==> config.mk <==
export PLATFORM = sky130hd
export DESIGN_NAME = quant_lane_scheduler
export DESIGN_NICKNAME = d
export VERILOG_FILES = /design/src/rtl/qsched_pkg.sv /design/src/rtl/rr_arbiter.sv /design/src/rtl/quant_lane_scheduler.sv
export SDC_FILE = /design/constraint.sdc
export NUM_CORES = 1
export LEC_CHECK = 0
export CAP_MARGIN = 20
export CORE_UTILIZATION = 41
export CTS_CLUSTER_DIAMETER = 50
export DETAILED_ROUTE_END_ITERATION = 8
export PLACE_DENSITY = 0.77
export SLEW_MARGIN = 25
export SYNTH_ARGS = -nofsm -noshare
export SYNTH_HDL_FRONTEND = slang
export SYNTH_SLANG_ARGS = --single-unit
==> constraint.sdc <==
create_clock -name clk_i -period 3.6 [get_ports clk_i]
set_input_delay 0.9 -clock clk_i [delete_from_list [all_inputs] [get_ports clk_i]]
set_output_delay 0.9 -clock clk_i [all_outputs]
set_load 0.02 [all_outputs]
==> src/rtl/qsched_pkg.sv <==
// Shared types and constants for the quantizer lane scheduler.
package qsched_pkg;

  typedef enum logic [1:0] {
    ST_IDLE     = 2'd0,
    ST_SHIFT    = 2'd1,
    ST_DRAIN    = 2'd2,
    ST_WAIT_OUT = 2'd3
  } qsched_state_t;

  localparam int QSCHED_WORD_W = 32;
  localparam int QSCHED_Q_W    = 8;

  function automatic int lane_id_w(input int n);
    return (n > 1) ? $clog2(n) : 1;
  endfunction

endpackage

==> src/rtl/rr_arbiter.sv <==
// Round-robin arbiter: search starts one past the last granted lane, lane 0 first after reset.
// Grant is combinational from req_i; the pointer moves only when adv_i coincides with a request.
module rr_arbiter
  import qsched_pkg::*;
#(
  parameter  int NUM_LANES = 4,
  localparam int ID_W      = lane_id_w(NUM_LANES)
) (
  input  logic                 clk_i,
  input  logic                 rst_n_i,
  input  logic [NUM_LANES-1:0] req_i,
  input  logic                 adv_i,
  output logic [NUM_LANES-1:0] gnt_o,
  output logic [ID_W-1:0]      gnt_id_o
);

  logic [ID_W-1:0] ptr_q;
  logic [ID_W-1:0] idx;
  logic            found;

  always_comb begin
    gnt_o    = '0;
    gnt_id_o = '0;
    found    = 1'b0;
    idx      = '0;
    for (int i = 0; i < NUM_LANES; i++) begin
      idx = ID_W'((int'(ptr_q) + i) % NUM_LANES);
      if (!found && req_i[idx]) begin
        found      = 1'b1;
        gnt_o[idx] = 1'b1;
        gnt_id_o   = idx;
      end
    end
  end

  always_ff @(posedge clk_i or negedge rst_n_i) begin
    if (!rst_n_i) begin
      ptr_q <= '0;
    end else if (adv_i && found) begin
      if (gnt_id_o == ID_W'(NUM_LANES - 1)) ptr_q <= '0;
      else                                  ptr_q <= gnt_id_o + 1'b1;
    end
  end

endmodule

==> src/rtl/quant_lane_scheduler.sv <==
// Shares one serial quantizer among NUM_LANES result lanes: grant, shift LSB-first, drain, capture.
// Optional QSCHED_STATS_EN adds capture/stall counters; core behaviour is the same either way.
module quant_lane_scheduler
  import qsched_pkg::*;
#(
  parameter  int NUM_LANES = 4,
  parameter  int WORD_W    = QSCHED_WORD_W,
  parameter  int Q_W       = QSCHED_Q_W,
  parameter  int Q_LAT     = 1,
  localparam int LANE_W    = lane_id_w(NUM_LANES)
) (
  input  logic                        clk_i,
  input  logic                        rst_n_i,
  input  logic [NUM_LANES-1:0]        lane_valid_i,
  input  logic [NUM_LANES*WORD_W-1:0] lane_data_i,
  output logic [NUM_LANES-1:0]        lane_ready_o,
  output logic                        q_clear_o,
  output logic                        q_data_o,
  input  logic [Q_W-1:0]              q_result_i,
  output logic                        out_valid_o,
  input  logic                        out_ready_i,
  output logic [Q_W-1:0]              out_data_o,
  output logic [LANE_W-1:0]           out_lane_o,
  output logic                        busy_o
`ifdef QSCHED_STATS_EN
  ,
  output logic [15:0]                 stat_words_o,
  output logic [15:0]                 stat_stall_o
`endif
);

  localparam int              CNT_W      = (WORD_W > 8) ? $clog2(WORD_W) : 3;
  localparam logic [CNT_W-1:0] LAST_BIT   = CNT_W'(WORD_W - 1);
  localparam logic [CNT_W-1:0] DRAIN_LAST = CNT_W'((Q_LAT > 0) ? Q_LAT - 1 : 0);

  qsched_state_t        state_q, state_d;
  logic [CNT_W-1:0]     cnt_q, cnt_d;
  logic [WORD_W-1:0]    sreg_q, sreg_d;
  logic [LANE_W-1:0]    lane_q, lane_d;
  logic                 q_data_q, q_data_d;
  logic                 q_clear_q, q_clear_d;
  logic                 out_valid_q, out_valid_d;
  logic [Q_W-1:0]       out_data_q, out_data_d;
  logic [LANE_W-1:0]    out_lane_q, out_lane_d;
  logic                 capture_pt;

  logic [NUM_LANES-1:0] gnt;
  logic [LANE_W-1:0]    gnt_id;
  logic [WORD_W-1:0]    sel_word;

  rr_arbiter #(
    .NUM_LANES(NUM_LANES)
  ) u_arb (
    .clk_i   (clk_i),
    .rst_n_i (rst_n_i),
    .req_i   (lane_valid_i),
    .adv_i   (state_q == ST_IDLE),
    .gnt_o   (gnt),
    .gnt_id_o(gnt_id)
  );

  assign sel_word = lane_data_i[int'(gnt_id)*WORD_W +: WORD_W];

  always_comb begin
    state_d     = state_q;
    cnt_d       = cnt_q;
    sreg_d      = sreg_q;
    lane_d      = lane_q;
    q_data_d    = 1'b0;
    q_clear_d   = 1'b0;
    out_valid_d = out_valid_q;
    out_data_d  = out_data_q;
    out_lane_d  = out_lane_q;
    capture_pt  = 1'b0;

    if (out_valid_q && out_ready_i) out_valid_d = 1'b0;

    unique case (state_q)
      ST_IDLE: begin
        if (|lane_valid_i) begin
          // Bit 0 and the frame clear go out on the register right after the grant edge.
          sreg_d    = sel_word >> 1;
          q_data_d  = sel_word[0];
          q_clear_d = 1'b1;
          lane_d    = gnt_id;
          cnt_d     = '0;
          state_d   = ST_SHIFT;
        end
      end
      ST_SHIFT: begin
        if (cnt_q == LAST_BIT) begin
          cnt_d = '0;
          if (Q_LAT == 0) capture_pt = 1'b1;
          else            state_d    = ST_DRAIN;
        end else begin
          q_data_d = sreg_q[0];
          sreg_d   = sreg_q >> 1;
          cnt_d    = cnt_q + 1'b1;
        end
      end
      ST_DRAIN: begin
        if (cnt_q == DRAIN_LAST) capture_pt = 1'b1;
        else                     cnt_d      = cnt_q + 1'b1;
      end
      ST_WAIT_OUT: capture_pt = 1'b1;
      default:     state_d    = ST_IDLE;
    endcase

    // A pop in the same cycle frees the buffer, so capture may overwrite it directly.
    if (capture_pt) begin
      if (!out_valid_q || out_ready_i) begin
        out_valid_d = 1'b1;
        out_data_d  = q_result_i;
        out_lane_d  = lane_q;
        state_d     = ST_IDLE;
      end else begin
        state_d = ST_WAIT_OUT;
      end
    end
  end

  always_ff @(posedge clk_i or negedge rst_n_i) begin
    if (!rst_n_i) begin
      state_q     <= ST_IDLE;
      cnt_q       <= '0;
      sreg_q      <= '0;
      lane_q      <= '0;
      q_data_q    <= 1'b0;
      q_clear_q   <= 1'b0;
      out_valid_q <= 1'b0;
      out_data_q  <= '0;
      out_lane_q  <= '0;
    end else begin
      state_q     <= state_d;
      cnt_q       <= cnt_d;
      sreg_q      <= sreg_d;
      lane_q      <= lane_d;
      q_data_q    <= q_data_d;
      q_clear_q   <= q_clear_d;
      out_valid_q <= out_valid_d;
      out_data_q  <= out_data_d;
      out_lane_q  <= out_lane_d;
    end
  end

  assign lane_ready_o = (state_q == ST_IDLE) ? gnt : '0;
  assign q_clear_o    = q_clear_q;
  assign q_data_o     = q_data_q;
  assign out_valid_o  = out_valid_q;
  assign out_data_o   = out_data_q;
  assign out_lane_o   = out_lane_q;
  assign busy_o       = (state_q != ST_IDLE);

`ifdef QSCHED_STATS_EN
  logic [15:0] stat_words_q, stat_stall_q;

  // Leaving a busy state for IDLE only ever happens through a capture.
  always_ff @(posedge clk_i or negedge rst_n_i) begin
    if (!rst_n_i) begin
      stat_words_q <= '0;
      stat_stall_q <= '0;
    end else begin
      if (state_q != ST_IDLE && state_d == ST_IDLE) stat_words_q <= stat_words_q + 16'd1;
      if (state_q == ST_WAIT_OUT && stat_stall_q != 16'hFFFF) stat_stall_q <= stat_stall_q + 16'd1;
    end
  end

  assign stat_words_o = stat_words_q;
  assign stat_stall_o = stat_stall_q;
`endif

endmodule

# --- Word level (Yosys, flattened, before mapping) ---
# Cells that the tools add are included.
classes:
  add_sub_neg: 5
  n_lt_le_gt_ge: 8
  eq_ne: 10
  shifts: 1
  n_mux: 52
  bitwise_logic: 3
  n_reduce_logical: 26
ops:
  columns: ["op", "count"]
  rows:
  - ["indexed part select 128 x 8 -> 32 bit", 1]
  - ["two-way mux 32 bit", 2]
  - ["one-hot mux 32 bit (2 select lines)", 1]
  - ["two-way mux 1 bit", 20]
  - ["two-way mux 4 bit", 5]
  - ["two-way mux 2 bit", 9]
  - ["two-way mux 5 bit", 3]
  - ["one-hot mux 5 bit (3 select lines)", 1]
  - ["< comparator 2 x 3 -> 1 bit (second input constant)", 4]
  - ["bitwise OR 4 bit", 3]
  - ["logical AND 1 bit", 9]
  - ["AND reduction 3 bit", 3]
  - ["binary-select mux 1 bit (select 2 bit)", 4]
  - ["demux 1 bit (select 2 bit)", 4]
  - ["greater-or-equal comparator 2 x 1 -> 1 bit (second input constant)", 4]
  - ["equality test 2 bit (second input constant)", 3]
  - ["!= test 2 bit (second input constant)", 3]
  - ["!= test 3 bit (second input constant)", 2]
  - ["nonzero test 3 bit", 2]
  - ["adder 5 x 1 -> 5 bit (second input constant)", 1]
  - ["equality test 5 bit (second input constant)", 1]
  - ["logical NOT 5 bit", 1]
  - ["adder 2 x 1 -> 2 bit (second input constant)", 2]
  - ["adder 2 bit (second input constant)", 2]
  - ["other kinds (9)", 15]
totals:
  register_bits: 56
  inputBits: 143
  output_inout_bits: 18
  word_cells: 115

# --- Longest topological paths before layout ---
depth:
  depth_word: 15
  ltp_mapped: 12
  mapped_depth_nobuf: 9

# --- Modules after synthesis ---
# From an unflattened synthesis, not the netlist that was laid out.
unflattened:
  hier_cells: 328
  hier_area_um2: 4155.2
by_module_without_submodules:
  columns: ["mod", "instances", "cells_per_inst", "area_per_inst_um2"]
  rows:
  - ["quant_lane_scheduler", 1, 273, 3636.0]
  - ["rr_arbiter", 1, 55, 519.2]

# --- Worst setup path before layout ---
# No wires, ideal clock.
synth_timing:
  path_kind: "reg-to-output"
  start: "reg u_arb.ptr_q[0]"
  end: "out lane_ready_o[0]"
  t_arrival_ns: 2.472
  t_required_ns: 2.700
  setup_slack_ns: 0.228
  stages_incl_launch_ff: 11
  path_cell_list: "dfrtp_1 > buf_4 > inv_1 > ha_1 > buf_6 > mux4_2 > nor2b_4 > a22oi_1 > nor2_1 > a221oi_1 > nor2_1"
synth_via:
  elab_chain_cells: 13
  elab_cells_between_ends: 48
synth_rtl:
  columns: ["item", "line_no", "rtl"]
  rows:
  - ["start, declared", "rr_arbiter.sv:17", "logic [ID_W-1:0] ptr_q;"]
  - ["start signal, assigned", "rr_arbiter.sv:41", "else ptr_q <= gnt_id_o + 1'b1;"]
  - ["branches (longest 11 deep; another with < comparator 2 x 3 -> 1 bit)", null, null]
  - ["two-way mux 4 bit (*)", "rr_arbiter.sv:28", "if (!found && req_i[idx]) begin"]
  - ["two-way mux 4 bit (*)", "quant_lane_scheduler.sv:146", "assign lane_ready_o = (state_q == ST_IDLE) ? gnt : '0;"]
  - ["end, declared", "quant_lane_scheduler.sv:16", "output logic [NUM_LANES-1:0] lane_ready_o,"]
# Mark *: on every way between the ends. The select of a mux whose other input is x is not followed.

# --- Worst setup path in the final report ---
layout_timing:
  start: "in lane_valid_i[1]"
  end: "out lane_ready_o[1]"
layout_via:
  elab_chain_cells: 13
  elab_cells_between_ends: 25
layout_rtl:
  columns: ["item", "line_no", "rtl"]
  rows:
  - ["start, declared", "quant_lane_scheduler.sv:14", "input logic [NUM_LANES-1:0] lane_valid_i,"]
  - ["binary-select mux 1 bit (select 2 bit)", "rr_arbiter.sv:28", null]
  - ["two-way mux 1 bit (not written as such)", "rr_arbiter.sv:28", null]
  - ["two-way mux 1 bit", "rr_arbiter.sv:28", null]
  - ["logical NOT 1 bit", "rr_arbiter.sv:28", null]
  - ["logical AND 1 bit", "rr_arbiter.sv:28", null]
  - ["two-way mux 1 bit", "rr_arbiter.sv:28", null]
  - ["logical NOT 1 bit", "rr_arbiter.sv:28", null]
  - ["logical AND 1 bit", "rr_arbiter.sv:28", null]
  - ["two-way mux 1 bit", "rr_arbiter.sv:28", null]
  - ["logical NOT 1 bit", "rr_arbiter.sv:28", null]
  - ["logical AND 1 bit", "rr_arbiter.sv:28", null]
  - ["two-way mux 4 bit (*)", "rr_arbiter.sv:28", null]
  - ["two-way mux 4 bit (*)", "quant_lane_scheduler.sv:146", null]
# Every way passes the cells marked *; elsewhere a longest branch is shown, timed or not. The select of a mux whose other input is x is not followed.

==> run_results.csv <==
group,metric,value,unit
placed_design,gp_congestion,0.794,
synthesis,synth-edff-count,0,
outcome,status,"completed",
cts,cts_buffers,5,
die,fp.dieH,101,um
timing,rsz0062_at_grt,"false",
timing,worstMarginPinSlew,807,ps
cts,htreeDepth,2,
pwr,swShare,44.5,%
global_routing,grt_util_met2,37.1,%
cts,clkSlewWorstSetupHoldPaths,100,ps
synthesis,synth_seq_cells,55,
die,die-area,10100,um2
min_path,worstHoldPathType,"reg2reg",
global_routing,grt_busiest_layer,"met2",
critical_path,cp-end-kind,"output port",
timing,maxSlewHeadroom,46.1,%
global_routing,overflow,0,
cts,cts_buffer_depth,2,
placed_design,dpl.cell_count,700,
timing,timing.fmax,0.289,GHz
timing,fin_worst_skew,11.4,ps
placed_design,place_hpwl,7900,um
global_routing,grt_pass1_vias,3626,
pwr,leakagePower,2.57,nW
synthesis,syn_nets,577,
synthesis,yosysSeqAreaShare,34.5,%
timing,fin_crit_sh,96.1,%
layout,layout_common_cells,"clkdlybuf4s50_1, nand2_1, mux2i_1",
critical_path,cp_max_fo,6,
drt,wire_per_inst,14.4,um
critical_path,max_stage_delay,520,ps
drt,first_pass_iters,5,
timing,hold_viol,0,
drt,antenna_left,0,
synthesis,netlist.area_leader.share,34.5,%
drt,vias,3718,
global_routing,grt_pass1_wl,16400,um
pwr,combPwrFrac,70.2,%
global_routing,grt_max_degree,42,
global_routing,antenna_found_initial,0,
critical_path,crit_path_cell_trace,"dlygate4sd2_1, mux4_2, buf_6, nor2b_4, a22oi_1, nor2_1, a221oi_2, nor2_1, buf_4",
critical_path,critPathBufInv,3,
cts,clock-sinks,55,
drt,drc_errors,0,
critical_path,path_delay_family,"buffers and inverters",
job,drv_cap,0,
critical_path,worstSetupPathType,"in2out",
critical_path,worstPathRequired,2700,ps
die,die_x,101,um
cts,clockRootBuffer,"clkbuf_8",
drt,viasPerCell,5.23,
die,row_count,35,
critical_path,cpMostUsedCell,"nor2_1",
synthesis,synth_ff_type,"dfrtp_1",
synthesis,synth.area.top_cells,"dfrtp_1, mux2i_1, nand2_1",
critical_path,slowest_stage,"mux4_2",
pwr,ir_drop,0.000415,V
layout,nets,739,
critical_path,start_kind,"input port",
critical_path,cp_data_arrival_time,2560,ps
layout,final_common_cell,"clkdlybuf4s50_1",
timing,finalWorstSetupSlack,140,ps
die,start_util,42.8,%
global_routing,use_met3,3.19,%
layout,register_area,1380,um2
layout,instances_no_fill,711,
synthesis,synth_largest_area_cell,"dfrtp_1",
pwr,p_seq_share,22.3,%
timing,drv_slew,0,
synthesis,yosysWarnings,0,
pwr,p_int,2.70,mW
synthesis,yosysUniqueCellTypes,44,
global_routing,met1_usage,25.0,%
layout,drive_gt1_share,11.2,%
layout,multi_input_area,2340,um2
placed_design,port_buffers,160,
cts,tritoncts,"built",
die,core,9330,um2
layout,syn_to_final_growth,46.1,%
layout,diodes,0,
synthesis,netlist_instances,419,
drt,drt-initial-drc-count,160,
synthesis,syn_area_per_cell,9.52,um2
drt,wirelength,10300,um
timing,setup_viol,0,
pwr,p_sw,2.17,mW
pwr,powerDensity,836,nW/um2
synthesis,syn_area,3990,um2
cts,cts_hold_buf,0,
cts,clk_latency,320,ps
layout,final.fill_count,804,
synthesis,async_flop_share,100,%
global_routing,grtUsageTotal,20.1,%
layout,post-route-util,62.5,%
die,ios,161,
timing,period_minus_slack,3460,ps
pwr,power,4.87,mW
pwr,clockPowerShare,7.5,%
placed_design,place_ws,-435,ps
==> flip-flops by register name, summed over array words and instances (netlist names) <==
register	count
q_data_o	1
u_arb.ptr_q	2
out_data_o	8
out_valid_o	1
state_q	2
q_clear_o	1
sreg_q	31
cnt_q	5
out_lane_o	2
lane_q	2
==> through the flow <==
stage          hold WS [ps]  instance area (um2)  setup TNS, ps
2_1_floorplan           443                 3990              0
3_3_place_gp            468                 5700          -1460
3_5_place_dp            474                 5700          -1680
4_1_cts                 499                 5780              0
5_1_grt                 530                 5830              0
6_report                501                 5830              0
==> synth_stat cells (2+ instances only) <==
cell,n
nand2_1,78
mux2i_1,65
dfrtp_1,55
o21ai_0,40
o221ai_1,31
ha_1,15
nor2_1,15
clkbuf_1,11
inv_1,11
mux2_2,11
a21oi_1,10
buf_2,9
buf_12,7
nand2b_1,6
a211oi_1,4
a221oi_1,4
a22oi_1,4
nor3b_1,4
o31ai_1,4
a21o_1,3
nor2b_1,3
xnor2_1,3
dlygate4sd1_1,2
mux4_2,2
nor3_1,2
o211ai_1,2
==> cells by family (layout without fill, tap and decap cells) <==
family,Yosys count,in the layout,synth area share [%]
compound gates,108,108,18.5
mux,79,79,21.1
flops,55,55,34.5
xor+xnor,3,3,0.659
fa+ha+maj,15,15,4.71
simple gates,116,116,12.8
buf+inv,43,206,7.75
==> power by group through the flow <==
stage          Combinational [mW]  Sequential (mW)  Clock (mW)
2_1_floorplan                2.58             1.17           0
3_3_place_gp                 3.27             1.08           0
3_5_place_dp                 3.36             1.10           0
4_1_cts                      3.38             1.09       0.372
5_1_grt                      3.78             1.12       0.395
6_report                     3.42             1.08       0.367
==> tightest hold or removal path, delay by kind of cell (launching register included) <==
| kind | cells | cell delay, ps |
|---|---|---|
| AOI/OAI and AO/OA | 1 | 60 |
| and+or+nand+nor | 1 | 50 |
| DFF | 1 | 360 |
==> per-layer routing <==
layer	vias to the layer above	routed length, um
met5	-	0
met4	0	17
met3	4	513
met2	122	5320
met1	1745	4400
li1	1847	-
==> repair_timing <==
item                                   CTS  global route
setup buffers                            2             1
resized for setup                       19             8
setup endpoints to repair                4             4
pin swaps                                0             2
endpoints found under the hold margin    0             0
==> area by class of cell <==
type	count	area share, %
tap	129	2.77
multi-input combinational	321	40.2
inverter	11	0.709
timing repair buffer	187	31.1
sequential	55	23.6
clock inverter	3	0.472
clock buffer	5	1.18
==> final timing paths <==
kind	start	to	slack, ps	depth (start not counted)
setup reg to reg	u_arb.ptr_q[1]$_DFFE_PN0P_	sreg_q[11]$_DFFE_PN0P_	760	12
hold reg to reg	lane_q[0]$_DFFE_PN0P_	lane_q[0]$_DFFE_PN0P_	500	2
hold / removal	lane_q[0]$_DFFE_PN0P_	lane_q[0]$_DFFE_PN0P_	500	2
max in group asynchronous	rst_n_i	cnt_q[3]$_DFFE_PN0P_	2180	2
setup / recovery	lane_valid_i[1]	lane_ready_o[1]	140	9
min in group asynchronous	rst_n_i	out_data_o[5]$_DFFE_PN0P_	600	1
(Power assumes the default switching activity.)
